<file path="config.mk">
export PLATFORM = sky130hd
export DESIGN_NAME = gpio_rx_debounce
export DESIGN_NICKNAME = d
export VERILOG_FILES = /design/src/rtl/gpio_rx_pkg.sv /design/src/rtl/sync2.sv /design/src/rtl/gpio_rx_debounce.sv
export SDC_FILE = /design/constraint.sdc
export NUM_CORES = 1
export LEC_CHECK = 0
export CORE_UTILIZATION = 51
export CTS_CLUSTER_SIZE = 16
export DETAILED_ROUTE_END_ITERATION = 12
export PLACE_DENSITY = 0.84
export SYNTH_ARGS = -nofsm -noshare
export SYNTH_HDL_FRONTEND = slang
export SYNTH_SLANG_ARGS = --single-unit
</file>
<file path="constraint.sdc">
create_clock -name CLK -period 2 [get_ports CLK]
set_clock_uncertainty 0.2 [all_clocks]
set_input_delay 0.4 -clock CLK [delete_from_list [all_inputs] [get_ports CLK]]
set_output_delay 0.4 -clock CLK [all_outputs]
set_load 0.005 [all_outputs]
</file>
<file path="src/rtl/gpio_rx_pkg.sv">
// gpio_rx_pkg: shared types and default constants for the board-input
// receive path (synchronizer + debounce + press bookkeeping).
package gpio_rx_pkg;

  // Debounce FSM states: two stable states and one check state per direction.
  typedef enum logic [1:0] {
    IDLE_LO = 2'd0,
    CHK_HI  = 2'd1,
    IDLE_HI = 2'd2,
    CHK_LO  = 2'd3
  } db_state_e;

  // Default cycle counts for a 50 MHz board clock.
  localparam int unsigned DEF_CLK_HZ          = 50_000_000;
  localparam int unsigned DEF_DEBOUNCE_CYCLES = 1_000_000;   // 20 ms
  localparam int unsigned DEF_LONG_CYCLES     = 50_000_000;  // 1 s
  localparam bit          DEF_ACTIVE_LOW      = 1'b1;

  // Map the raw pin level to an active-high "pressed" indication.
  function automatic logic to_pressed(input logic pin, input bit active_low);
    return active_low ? ~pin : pin;
  endfunction

endpackage

</file>
<file path="src/rtl/sync2.sv">
// sync2: two-flop synchronizer for a single asynchronous input bit.
// Synchronous active-high reset loads RST_VAL into both stages.
module sync2 #(
  parameter logic RST_VAL = 1'b0
) (
  input  logic clk_i,
  input  logic rst_i,
  input  logic d_i,
  output logic q_o
);

  logic meta_q;
  logic sync_q;

  // Two back-to-back flops give the first stage a full cycle to settle.
  always_ff @(posedge clk_i) begin
    if (rst_i) begin
      meta_q <= RST_VAL;
      sync_q <= RST_VAL;
    end else begin
      meta_q <= d_i;
      sync_q <= meta_q;
    end
  end

  assign q_o = sync_q;

endmodule

</file>
<file path="src/rtl/gpio_rx_debounce.sv">
// gpio_rx_debounce: synchronizes and debounces one raw board input and
// produces a clean pressed level, one-cycle press/release pulses and an
// 8-bit modulo press count.
// Optional feature: define GPIO_RX_LONGPRESS_EN to add a hold counter that
// pulses long_press once per press held for LONG_CYCLES; otherwise
// long_press is tied low and LONG_CYCLES is ignored.
module gpio_rx_debounce
  import gpio_rx_pkg::*;
#(
  parameter int unsigned CLK_HZ          = DEF_CLK_HZ,
  parameter int unsigned DEBOUNCE_CYCLES = DEF_DEBOUNCE_CYCLES,
  parameter bit          ACTIVE_LOW      = DEF_ACTIVE_LOW,
  parameter int unsigned LONG_CYCLES     = DEF_LONG_CYCLES
) (
  input  logic       CLK,
  input  logic       RST,
  input  logic       GPIO_IN,
  output logic       level,
  output logic       rise,
  output logic       fall,
  output logic       long_press,
  output logic [7:0] press_cnt
);

  // Elaboration-time parameter sanity checks.
  if (DEBOUNCE_CYCLES < 2) begin : g_bad_debounce
    $error("gpio_rx_debounce: DEBOUNCE_CYCLES must be >= 2");
  end
  if (CLK_HZ == 0) begin : g_bad_clk
    $error("gpio_rx_debounce: CLK_HZ must be non-zero");
  end
  if (LONG_CYCLES == 0) begin : g_bad_long
    $error("gpio_rx_debounce: LONG_CYCLES must be non-zero");
  end

  localparam int CW = $clog2(DEBOUNCE_CYCLES + 1);
  localparam logic [CW-1:0] CNT_ONE  = CW'(1);
  localparam logic [CW-1:0] CNT_LAST = CW'(DEBOUNCE_CYCLES - 1);

  logic pressed_raw;
  logic synced;

  db_state_e     state_q, state_d;
  logic [CW-1:0] cnt_q, cnt_d;
  logic          level_q, level_d;
  logic          rise_q, rise_d;
  logic          fall_q, fall_d;
  logic [7:0]    press_cnt_q, press_cnt_d;

  assign pressed_raw = to_pressed(GPIO_IN, ACTIVE_LOW);

  sync2 #(
    .RST_VAL (1'b0)
  ) u_sync (
    .clk_i (CLK),
    .rst_i (RST),
    .d_i   (pressed_raw),
    .q_o   (synced)
  );

  // Debounce next-state: a change is accepted only after DEBOUNCE_CYCLES
  // consecutive synced samples of the new value; the counter's final
  // increment and the transition share one edge.
  always_comb begin
    state_d     = state_q;
    cnt_d       = cnt_q;
    level_d     = level_q;
    rise_d      = 1'b0;
    fall_d      = 1'b0;
    press_cnt_d = press_cnt_q;
    unique case (state_q)
      IDLE_LO: begin
        level_d = 1'b0;
        cnt_d   = '0;
        if (synced) begin
          state_d = CHK_HI;
          cnt_d   = CNT_ONE;
        end
      end
      CHK_HI: begin
        if (!synced) begin
          state_d = IDLE_LO;
          cnt_d   = '0;
        end else if (cnt_q == CNT_LAST) begin
          state_d     = IDLE_HI;
          cnt_d       = '0;
          level_d     = 1'b1;
          rise_d      = 1'b1;
          press_cnt_d = press_cnt_q + 8'd1;
        end else begin
          cnt_d = cnt_q + CNT_ONE;
        end
      end
      IDLE_HI: begin
        level_d = 1'b1;
        cnt_d   = '0;
        if (!synced) begin
          state_d = CHK_LO;
          cnt_d   = CNT_ONE;
        end
      end
      CHK_LO: begin
        if (synced) begin
          state_d = IDLE_HI;
          cnt_d   = '0;
        end else if (cnt_q == CNT_LAST) begin
          state_d = IDLE_LO;
          cnt_d   = '0;
          level_d = 1'b0;
          fall_d  = 1'b1;
        end else begin
          cnt_d = cnt_q + CNT_ONE;
        end
      end
      default: begin
        state_d = IDLE_LO;
        cnt_d   = '0;
        level_d = 1'b0;
      end
    endcase
  end

  // Debounce state, counter and registered outputs; reset wins over all.
  always_ff @(posedge CLK) begin
    if (RST) begin
      state_q     <= IDLE_LO;
      cnt_q       <= '0;
      level_q     <= 1'b0;
      rise_q      <= 1'b0;
      fall_q      <= 1'b0;
      press_cnt_q <= 8'd0;
    end else begin
      state_q     <= state_d;
      cnt_q       <= cnt_d;
      level_q     <= level_d;
      rise_q      <= rise_d;
      fall_q      <= fall_d;
      press_cnt_q <= press_cnt_d;
    end
  end

  assign level     = level_q;
  assign rise      = rise_q;
  assign fall      = fall_q;
  assign press_cnt = press_cnt_q;

`ifdef GPIO_RX_LONGPRESS_EN
  localparam int HW = $clog2(LONG_CYCLES + 1);
  localparam logic [HW-1:0] HOLD_ONE  = HW'(1);
  localparam logic [HW-1:0] HOLD_MAX  = HW'(LONG_CYCLES);
  localparam logic [HW-1:0] HOLD_LAST = HW'(LONG_CYCLES - 1);

  logic [HW-1:0] hold_q, hold_d;
  logic          long_q, long_d;

  // Hold counter: restarts on each accepted press, counts while the
  // debounced level is high, saturates so the pulse cannot repeat; a
  // release accepted on the threshold edge suppresses the pulse.
  always_comb begin
    hold_d = hold_q;
    long_d = 1'b0;
    if (rise_d) begin
      hold_d = '0;
    end else if (state_q == IDLE_HI || state_q == CHK_LO) begin
      if (hold_q != HOLD_MAX) begin
        hold_d = hold_q + HOLD_ONE;
      end
      if (hold_q == HOLD_LAST && !fall_d) begin
        long_d = 1'b1;
      end
    end else begin
      hold_d = '0;
    end
  end

  // Hold counter and long-press pulse registers.
  always_ff @(posedge CLK) begin
    if (RST) begin
      hold_q <= '0;
      long_q <= 1'b0;
    end else begin
      hold_q <= hold_d;
      long_q <= long_d;
    end
  end

  assign long_press = long_q;
`else
  assign long_press = 1'b0;
`endif

endmodule

</file>
## Word level (Yosys, flattened, before mapping)

Index checks and enable logic that the tools add are counted.

| storage, ports and cells | value |
|---|---|
| bits in registers | 35 |
| input bits | 3 |
| output and inout bits | 12 |
| word-level logic and storage cells | 51 |

| cells by class | value |
|---|---|
| $add $sub $neg | 2 |
| equal/unequal tests | 12 |
| mux-type cells | 19 |
| bitwise logic cells | 4 |
| reduce and logical (&&, ||, !) cells | 6 |

Operators by type and width:

| operator | number |
|---|---|
| 20-bit case mux with 4 select lines | 1 |
| 20-bit 2-to-1 mux | 3 |
| 20-bit by 1-bit adder with 20-bit output (second input constant) | 1 |
| 20-bit == test (second input constant) | 1 |
| 2-bit 2-to-1 mux | 6 |
| 8-bit by 1-bit adder with 8-bit output (second input constant) | 1 |
| 2-bit inequality test (second input constant) | 4 |
| 2-bit case mux with 4 select lines | 1 |
| 4-bit AND reduction | 2 |
| 1-bit 2-to-1 mux | 7 |
| 3-bit OR reduction | 2 |
| 2-bit == test (second input constant) | 2 |
| 2-bit by 1-bit inequality test with 1-bit output (second input constant) | 2 |
| 1-bit inverter | 4 |
| 1-bit case mux with 4 select lines | 1 |
| 3-bit by 2-bit inequality test with 1-bit output (second input constant) | 1 |
| 3-bit inequality test (second input constant) | 1 |
| 3-bit AND reduction | 1 |
| 2-bit by 1-bit == test with 1-bit output (second input constant) | 1 |
| 2-bit logical NOT | 1 |

## Logic depth before layout (Yosys ltp)

| depth | value |
|---|---|
| word-level depth | 4 |
| depth in mapped cells | 8 |
| mapped depth without buffers | 7 |

## By module

From an unflattened synthesis, not the netlist that was laid out.

| second synthesis, totals | value |
|---|---|
| cells, all modules | 206 |
| area, all modules | 1,740.4 µm² |

Modules (own cells, without submodules):

| module | instances | cells each | area an instance (µm²) | seq. area each (µm²) |
|---|---|---|---|---|
| gpio_rx_debounce | 1 | 202 | 1,687.9 | 660.6 |
| sync2 | 1 | 4 | 52.6 | 40.0 |

## Worst setup path after synthesis

Ideal clock, no wire load.

| timing path | value |
|---|---|
| kind | register to register |
| start point | register cnt_q[0] |
| end point | register cnt_q[9] |
| library setup time | 64 ps |
| data arrival time | 1,881 ps |
| data required time | 1,736 ps |
| setup slack | -145 ps |
| stages on the path, launching flop included | 9 |
| path buffers | 2 |
| clock period less this slack | 2,145 ps |
| cells stage by stage | dfxtp_1 > ha_1 > and4_4 > and4_4 > a22o_4 > or3_1 > buf_6 > buf_12 > nor2_4 |

| between the ends | value |
|---|---|
| cells in the longest elaborated chain, start to end | 4 |
| elaborated cells between the ends (all ways) | 6 |
| those cells by class | add/sub: 1; eq/ne: 1; mux: 4 |

RTL lines:

| what | line | source |
|---|---|---|
| from (decl) | gpio_rx_debounce.sv:44 | `logic [CW-1:0] cnt_q, cnt_d;` |
| from (signal assigned) | gpio_rx_debounce.sv:134 | `cnt_q <= cnt_d;` |
| 20-bit by 1-bit adder with 20-bit output or 20-bit == test (tied branches) | - |  |
| 20-bit 2-to-1 mux * | gpio_rx_debounce.sv:84, gpio_rx_debounce.sv:106 |  |
| 20-bit 2-to-1 mux (on tied branches) | gpio_rx_debounce.sv:103, gpio_rx_debounce.sv:81 |  |
| 20-bit case mux with 4 select lines * | gpio_rx_debounce.sv:71 | `unique case (state_q)` |

Mark *: on every way between the ends. The rest lies on a longest branch, timed or not.
A chain may end at the register's enable or synchronous reset.

==> impl_results.md <==
* CP max FO at 2
* Critical path required time at around 2000 ps
* Setup Viol. Count Final at 1
* Warnings, synthesis at 0
* Residual DRC at 0
* Vias per Instance at around 5.1
* Slew Limit Fails at 0
* Leak Pwr at between 0.7 and 0.8 nW
* Met3 usage in global routing at about 4.5%
* I/O pin cnt at 15
* Violated checks: setup timing
* Chip Width at approximately 60 um
* Largest net degree at the start of global routing at 12
* Clock H-tree levels at 2
* Clock Pin Slew Worst Setup and Hold Paths at about 110 ps
* Root Buffer: clkbuf_4
* Row count at 20
* Synth Flop Type: dfxtp_1
* HPWL after DPL at around 2600 um
* Minimum clock period at 2000 ps
* Syn Area/Cell at roughly 9.6 um^2
* Register bit total from synthesis at 35
* Number of synthesized flops with an enable pin at 0
* Share of layout cells above drive strength 1 at around a quarter
* Slowest CP cell: dfxtp_2
* Endpoint class of the critical path: flop
* Synth cell count leaders: dfxtp_1 (35), nor2_1 (21), xor2_1 (17)
* Core Area at 0.00310 mm^2
* Final Hold Violating Endpoints at 0
* Area leader, netlist: dfxtp_1
* TritonRoute pass-1 iters at 4
* Antenna-violating nets left at 0
* Critical-path cell list: inv_1 > ha_1 > and2_1 > and4_1 > and3_1 > buf_4 > nand2_1 > mux2_2
* Worst Path Class, Setup: flop to flop
* Final core area utilization at 68.5%
* Layer with the highest usage: met2
* Post-synth net total at around 190
* Fmax at about 500 MHz
* Top delay family on crit path: simple AND/OR/NAND/NOR gates
* Worst Path Buf+Inv at 2
* Met2 Resource Use GR at between 40% and 50%
* Maximum VDD drop at approximately 410 uV
* Register area share after synthesis at roughly two fifths
* Worst EP arrival at approximately 2000 ps
* CTS Hold Buffers Added at 0
* Cell variety after synth at 38
* Syn-to-layout area delta at 24.5%
* Final cell count without fillers at between 200 and 300
* CTS Buffer Depth at 2
* TritonCTS Buffers at 5
* Mapped cell area at 0.00171 mm^2
* Antenna diodes at 0
* Placed cells at about 250
* Vias in the first global route at roughly 1.4k
* Min setup slack post-route at -2.76 ps
* Synth top area share at around two fifths
* Initial DRC Count at 59
* First-pass GRT wire length at around 6000 um
* Met1 Usage GRT at between 20 and 30%
* FFs w/ async S/R, synth at 0%
* Final WL at approximately 3400 um
* Pwr per Cell Area at 573 mW/mm^2
* Synth area leaders: dfxtp_1 (41%), xor2_1 (8.7%), nor2_4 (5.9%)
* Port bufs at 13
* Hold crit path type: flop to flop
* Initial core utilization at between 50 and 60%
* Total gr overflow at 0
* Vert. Die Dim at between 50 and 60 um
* Max capacitance violation total at 0
* Fin crit share at 100%
* Clk sinks at 35
* Clock latency at the later pin of the worst-skew pair at 360 ps
* RSZ-0062 raised after global routing: yes
* CP startpoint kind: flop
* Die footprint at about 0.0036 mm^2
* Via count at 1,349
* Status: complete, but fails checks
* Total GRT Usage at a little under a quarter
* Most common cell in the netlist: dfxtp_1
* Crit-path max cell delay at around 350 ps
* NumNets Final at approximately 230
* Routed WL per cell at ~13 um
* Placer Congestion at 0.808
* CTS tree: built
* Setup WS pre-CTS at -17.0 ps
* Antenna violations before repair at 0
* Syn Inst Count at about 180
==> power by group <==
part	internal, W	switching (W)
clock network	0.000135	0.000243
registers	0.000711	0.00000943
logic	0.0000610	0.0000588
total	0.000907	0.000311
==> cell type report <==
| type | instances | area (um^2) |
|---|---|---|
| clock inverter | 2 | 12.5 |
| multi-input combinational | 133 | 973 |
| timing repair buffer | 37 | 322 |
| fill | 250 | 976 |
| sequential | 35 | 704 |
| tap | 44 | 55.1 |
| inverter | 5 | 18.8 |
| clock buffer | 6 | 41.3 |
==> state kept, by name, indices dropped and copies added, names as in the netlist, named ones only <==
name / count
press_cnt: 8
level: 1
u_sync.q_o: 1
fall: 1
cnt_q: 20
rise: 1
state_q: 1
u_sync.meta_q: 1
==> routing by layer <==
metal / wire length, um / vias to the layer above
li1: - / 687
met1: 1450 / 633
met2: 1800 / 20
met3: 99 / 9
met4: 78 / 0
met5: 0 / -
==> path summary, 6_finish.rpt <==
kind	end	slack, ps	cells past startpoint	from
worst min-delay path	u_sync.q_o$_SDFF_PP0_	250	1	u_sync.meta_q$_SDFF_PP0_
worst min register to register	u_sync.q_o$_SDFF_PP0_	250	1	u_sync.meta_q$_SDFF_PP0_
worst max-delay path	press_cnt[5]$_SDFFE_PP0P_	-3	8	flop
worst max register to register	press_cnt[5]$_SDFFE_PP0P_	-3	8	flop
==> cells by family (layout without fill, tap and decap cells) <==
family | count (synthesis) | count (layout) | share of synthesized area, %
xor+xnor | 21 | 21 | 10.8
compound gates | 15 | 15 | 6.01
buf+inv | 10 | 50 | 3.81
flops | 35 | 35 | 41.0
simple gates | 84 | 84 | 29.9
other cells | 1 | 1 | 0.220
fa+ha+maj | 7 | 7 | 5.13
mux | 5 | 5 | 3.15
==> cell usage in the layout (no fill, tap or decap), types with 6 or more instances in the layout <==
| cell type | count |
|---|---|
| nand3_1 | 9 |
| buf_4 | 22 |
| nor2_4 | 9 |
| ha_1 | 6 |
| dfxtp_1 | 32 |
| a21oi_1 | 6 |
| xor2_1 | 17 |
| nor2_1 | 18 |
| clkdlybuf4s50_1 | 13 |
| nand2_1 | 10 |
| nand4_1 | 7 |
==> what timing repair did <==
action                     4_1_cts  5_1_grt
setup endpoints to repair       18       20
gates resized for setup          5        4
buffers inserted                 1        0
pin swaps                        0        2
==> through the flow <==
step / instance area (um^2) / TNS (ps) / power (W) / hold WS (ps)
after floorplan: 1720 / -451 / 0.000804 / 214
after global placement: 2030 / 0 / 0.000844 / 223
after detailed placement: 2030 / -77.1 / 0.000852 / 240
after CTS: 2110 / 0 / 0.00122 / 249
after global routing: 2130 / -477 / 0.00128 / 261
final: 2130 / -2.76 / 0.00122 / 249
==> worst register-to-register path, cell delays in order, from the launching register on <==
cell and delay (ps):
dfxtp_2 350, inv_1 50, ha_1 190, and2_1 180, and4_1 200, and3_1 200, buf_4 150, nand2_1 70
mux2_2 330
(Power assumes the default switching activity.)
